### config.mk
export PLATFORM = sky130hd
export DESIGN_NAME = serial_addsub
export DESIGN_NICKNAME = d
export VERILOG_FILES = /design/src/rtl/serial_addsub.sv
export SDC_FILE = /design/constraint.sdc
export NUM_CORES = 1
export LEC_CHECK = 0
export CAP_MARGIN = 20
export CELL_PAD_IN_SITES_DETAIL_PLACEMENT = 2
export CELL_PAD_IN_SITES_GLOBAL_PLACEMENT = 2
export CORE_MARGIN = 2
export CORE_UTILIZATION = 35
export CTS_BUF_LIST = sky130_fd_sc_hd__clkbuf_16
export CTS_CLUSTER_DIAMETER = 50
export DETAILED_ROUTE_END_ITERATION = 10
export GPL_ROUTABILITY_DRIVEN = 0
export PLACE_DENSITY_LB_ADDON = 0.1
export SLEW_MARGIN = 20
export SYNTH_ARGS = -nofsm -noshare
export SYNTH_HDL_FRONTEND = slang
export SYNTH_SLANG_ARGS = --single-unit
### constraint.sdc
create_clock -name clk -period 2 [get_ports clk]
set_clock_uncertainty 0.05 [all_clocks]
set_input_delay 0.4 -clock clk [delete_from_list [all_inputs] [get_ports clk]]
set_output_delay 0.4 -clock clk [all_outputs]
set_load 0.005 [all_outputs]
### src/rtl/serial_addsub.sv
// Bit-serial adder/subtractor. One full-adder cell and a carry flop process
// one operand bit per clock, LSB first. Subtraction is a + ~b + 1, so the
// carry flop is preloaded with 1 and B is stored inverted.
//
// Handshake: start is a request that is accepted only when the block is idle
// (busy=0, done=0). Once accepted, busy stays high for WIDTH cycles and done
// then pulses for one cycle, when sum/cout/ovf take their new values. start
// is ignored while busy or done is high, and nothing is queued.
module serial_addsub #(
   parameter int WIDTH = 8
) (
   input  logic             clk,
   input  logic             rst,
   input  logic             start,
   input  logic             sub,
   input  logic [WIDTH-1:0] a,
   input  logic [WIDTH-1:0] b,
   output logic             busy,
   output logic             done,
   output logic [WIDTH-1:0] sum,
   output logic             cout,
   output logic             ovf
);

   localparam int CW = $clog2(WIDTH);

   typedef enum logic [1:0] {
      IDLE = 2'd0,
      RUN  = 2'd1,
      DONE = 2'd2
   } state_t;

   // state is kept as a named signal so checkers can bind to it
   state_t           state;
   state_t           state_nxt;

   logic [WIDTH-1:0] a_sr;
   logic [WIDTH-1:0] b_sr;
   logic [WIDTH-1:0] res_sr;
   logic             carry;
   logic [CW-1:0]    cnt;

   logic             s_bit;
   logic             c_nxt;
   logic             last_bit;

   // full-adder cell on the current LSBs plus the stored carry
   assign s_bit    = a_sr[0] ^ b_sr[0] ^ carry;
   assign c_nxt    = (a_sr[0] & b_sr[0]) | (a_sr[0] & carry) | (b_sr[0] & carry);
   assign last_bit = (cnt == CW'(WIDTH - 1));

   // state register
   always_ff @(posedge clk or posedge rst) begin
      if (rst) begin
         state <= IDLE;
      end else begin
         state <= state_nxt;
      end
   end

   // next-state logic
   always_comb begin
      state_nxt = state;
      case (state)
         IDLE:    if (start) state_nxt = RUN;
         RUN:     if (last_bit) state_nxt = DONE;
         DONE:    state_nxt = IDLE;
         default: state_nxt = IDLE;
      endcase
   end

   // status outputs decoded from the state
   always_comb begin
      busy = 1'b0;
      done = 1'b0;
      case (state)
         RUN:     busy = 1'b1;
         DONE:    done = 1'b1;
         default: ;
      endcase
   end

   // operand load, serial datapath and result capture on the final bit
   always_ff @(posedge clk or posedge rst) begin
      if (rst) begin
         a_sr   <= '0;
         b_sr   <= '0;
         res_sr <= '0;
         carry  <= 1'b0;
         cnt    <= '0;
         sum    <= '0;
         cout   <= 1'b0;
         ovf    <= 1'b0;
      end else if (state == IDLE) begin
         if (start) begin
            a_sr  <= a;
            b_sr  <= sub ? ~b : b;
            carry <= sub;
            cnt   <= '0;
         end
      end else if (state == RUN) begin
         res_sr <= {s_bit, res_sr[WIDTH-1:1]};
         a_sr   <= a_sr >> 1;
         b_sr   <= b_sr >> 1;
         carry  <= c_nxt;
         // counter parks at WIDTH-1 on the last bit so it never wraps
         if (!last_bit) begin
            cnt <= cnt + CW'(1);
         end
         if (last_bit) begin
            sum  <= {s_bit, res_sr[WIDTH-1:1]};
            cout <= c_nxt;
            // carry into the MSB differs from carry out of it
            ovf  <= carry ^ c_nxt;
         end
      end
   end

endmodule

==> key figures <==
Die
  • Die Span Y: 76.5 um
  • Core area: 5070 um2
  • IO Pins: 32
  • Die width: 76.5 um
  • Rows: 26
  • Initial Util: 0.362
  • Die ar.: 5850 um2

Timing
  • RSZ-0062 raised after global routing: no
  • TNS Setup: 0 ps
  • Final hold violations: 0
  • Fmax: 519 MHz
  • Worst rel slew slack: 0.660
  • Slew of the pin with the lowest slew margin: 510 ps
  • Max-slew violations: 0
  • Final worst setup slack: 72.1 ps
  • Tcrit/Tclk final: 0.964
  • Crit path time final: 1930 ps
  • Final setup vio count: 0
  • Hold_ws: 446 ps

Yosys
  • Mapped Area: 1840 um2
  • Mapped Cells: 142
  • Synth area leaders: dfrtp_1 53%, mux2_1 6.1%, mux2_4 5.7%
  • Dominant cell type by area after synthesis: dfrtp_1
  • Post-synthesis area per instance: 13.0 um2
  • Synth top area share: 0.531
  • Syn nets: 165
  • Synth Register Bits: 39
  • Register area share after synthesis: 0.531
  • Yosys cell types: 26
  • Yosys warns: 0

Route
  • Via/cell ratio: 5.05
  • Routed met2 length: 2310 um
  • Vias after detailed routing: 1258
  • DRC viols: 0
  • Routed wire length: 4310 um
  • DRT iter0 DRCs: 41
  • DRT Pass-1 Iters: 3
  • Wl on met1: 1810 um
  • DR WL/cell: 17.3 um
  • DR WL met3: 131 um
  • Uppermost layer routed: met4
  • Post-route ant nets: 0

Status
  • Status: finished clean

Setup path
  • Worst Setup End Kind: primary output
  • CP max FO: 12
  • Worst endpoint required time: 1550 ps
  • Kind of critical path: reg -> out
  • Worst setup SP type: flip-flop
  • WP data arrival: 1480 ps

Power and ir drop
  • Leakage power: 1.13 nW
  • Comb pwr share: 0.388
  • Seq pwr share: 0.368
  • P per Cell Area: 1540 nW/um2
  • Max VDD drop: 0.451 mV
  • Power Internal: 2.54 mW
  • Clock power frac: 0.244
  • Net Sw Frac: 0.313
  • Switching pwr: 1.15 mW

Layout
  • Share of cells above drive strength 1: 0.162
  • Post-Layout Cell Count: 249
  • Fin nets: 201
  • Diodes inserted: 0
  • Commonest non-fill, non-tap cell in the layout: dfrtp_1
  • Highest-count cells in the layout ignoring fill and taps: 39 x dfrtp_1, 31 x clkdlybuf4s50_1, 12 x and3b_1
  • Fill count: 521
  • Area growth syn-to-layout: 30.1%
  • Final Util: 0.472

Global routing
  • Initial antenna violation count: 0
  • Global route overflow: 0
  • First-pass GRT wire length: 7620 um
  • Vias in the first global route: 1447
  • GRT Total Usage: 0.165
  • Largest net degree at the start of global routing: 40

Placement
  • Hpwl dp: 3040 um
  • IO buf count: 31
  • Placed Instances: 241
  • Dpl ws: 143 ps

CTS
  • H-tree depth: 2
  • TritonCTS clock tree: done
  • TritonCTS Buffers: 5
  • Bufs on Longest Clock Path: 2
  • Worst-path clk slew: 60 ps
  • CTS Sinks: 39
  • Clk_lat worst skew: 280 ps
  • Clk root buf: clkbuf_16

Run
  • Max_cap viols: 0

Worst hold path
  • Worst hold path class: reg -> reg
cell type report:
cell class / instances / area, um2 / share of cell area
multi-input combinational: 90 / 772 / 0.323
timing repair buffer: 40 / 382 / 0.159
clock inverter: 3 / 43.8 / 0.0183
inverter: 2 / 7.51 / 0.00314
tap: 70 / 87.6 / 0.0366
sequential: 39 / 976 / 0.408
clock buffer: 5 / 125 / 0.0523
worst max-delay path, cell delays in order (launching register included):
cell and delay (ps):
dfrtp_1 380, buf_6 160, nor2b_2 150, clkdlybuf4s50_1 500
Yosys cell counts:
library cell,number
inv_2,1
nand3b_4,1
nor2b_1,3
ha_1,2
clkbuf_1,1
a21oi_1,6
buf_4,3
xor2_1,8
dfrtp_1,39
buf_6,4
xnor2_1,1
and2_4,1
nand2_1,9
o21ai_1,9
fa_1,1
mux2_4,7
and3b_1,12
a22o_1,6
a22oi_1,3
mux2_1,10
nor2_1,2
buf_2,3
inv_1,1
nor2_2,1
a221o_1,7
o21bai_1,1
power groups by stage:
stage | registers [mW] | clock network [mW] | logic [mW]
CTS | 1.37 | 0.924 | 1.47
detailed placement | 1.38 | 0 | 1.45
global route | 1.42 | 0.966 | 1.60
floorplan | 1.31 | 0 | 0.985
finish | 1.36 | 0.901 | 1.43
global placement | 1.34 | 0 | 1.35
kinds of logic after synthesis:
family / count (synthesis) / synth area share
AO/OA/AOI/OAI: 32 / 0.124
XOR/XNOR: 9 / 0.0429
flip-flops: 39 / 0.531
multiplexers: 17 / 0.118
AND/OR/NAND/NOR: 29 / 0.109
buffers and inverters: 13 / 0.0510
adder cells (fa/ha/maj): 3 / 0.0245
per-stage QoR:
step	area, um2	total power, mW
floorplan	1840	2.29
finish	2390	3.69
global placement	2220	2.69
global route	2390	3.99
detailed placement	2220	2.83
CTS	2390	3.76
path summary, 6_finish.rpt:
kind                            cells after the start   endpoint  slack [ps]      start
worst max-delay path                                3       done          70   state[1]
worst min-delay path                                1  res_sr[1]         450  res_sr[1]
worst max register to register                      4     sum[4]         360     cnt[0]
worst min register to register                      1  res_sr[1]         450  res_sr[1]
max in group asynchronous                           3   state[0]        1020        rst
min in group asynchronous                           3    b_sr[4]         520        rst
state kept, by name, indices dropped and copies added, names as in the netlist:
| register | flops |
|---|---|
| carry | 1 |
| sum | 8 |
| ovf | 1 |
| cnt | 3 |
| b_sr | 8 |
| state | 2 |
| cout | 1 |
| a_sr | 8 |
| res_sr | 7 |
metal layers:
metal | vias to the layer above | global-route usage
li1 | 579 | -
met1 | 650 | 0.202
met2 | 22 | 0.294
met3 | 7 | 0.0332
met4 | 0 | 0.0509
met5 | - | 0
what timing repair did:
item                       CTS  global route
setup buffers                0             0
hold endpoints to repair     0             0
gates resized for setup      1             1
setup endpoints to repair    1             1
hold buffers                 0             0
Power figures use the tool's default switching activity.
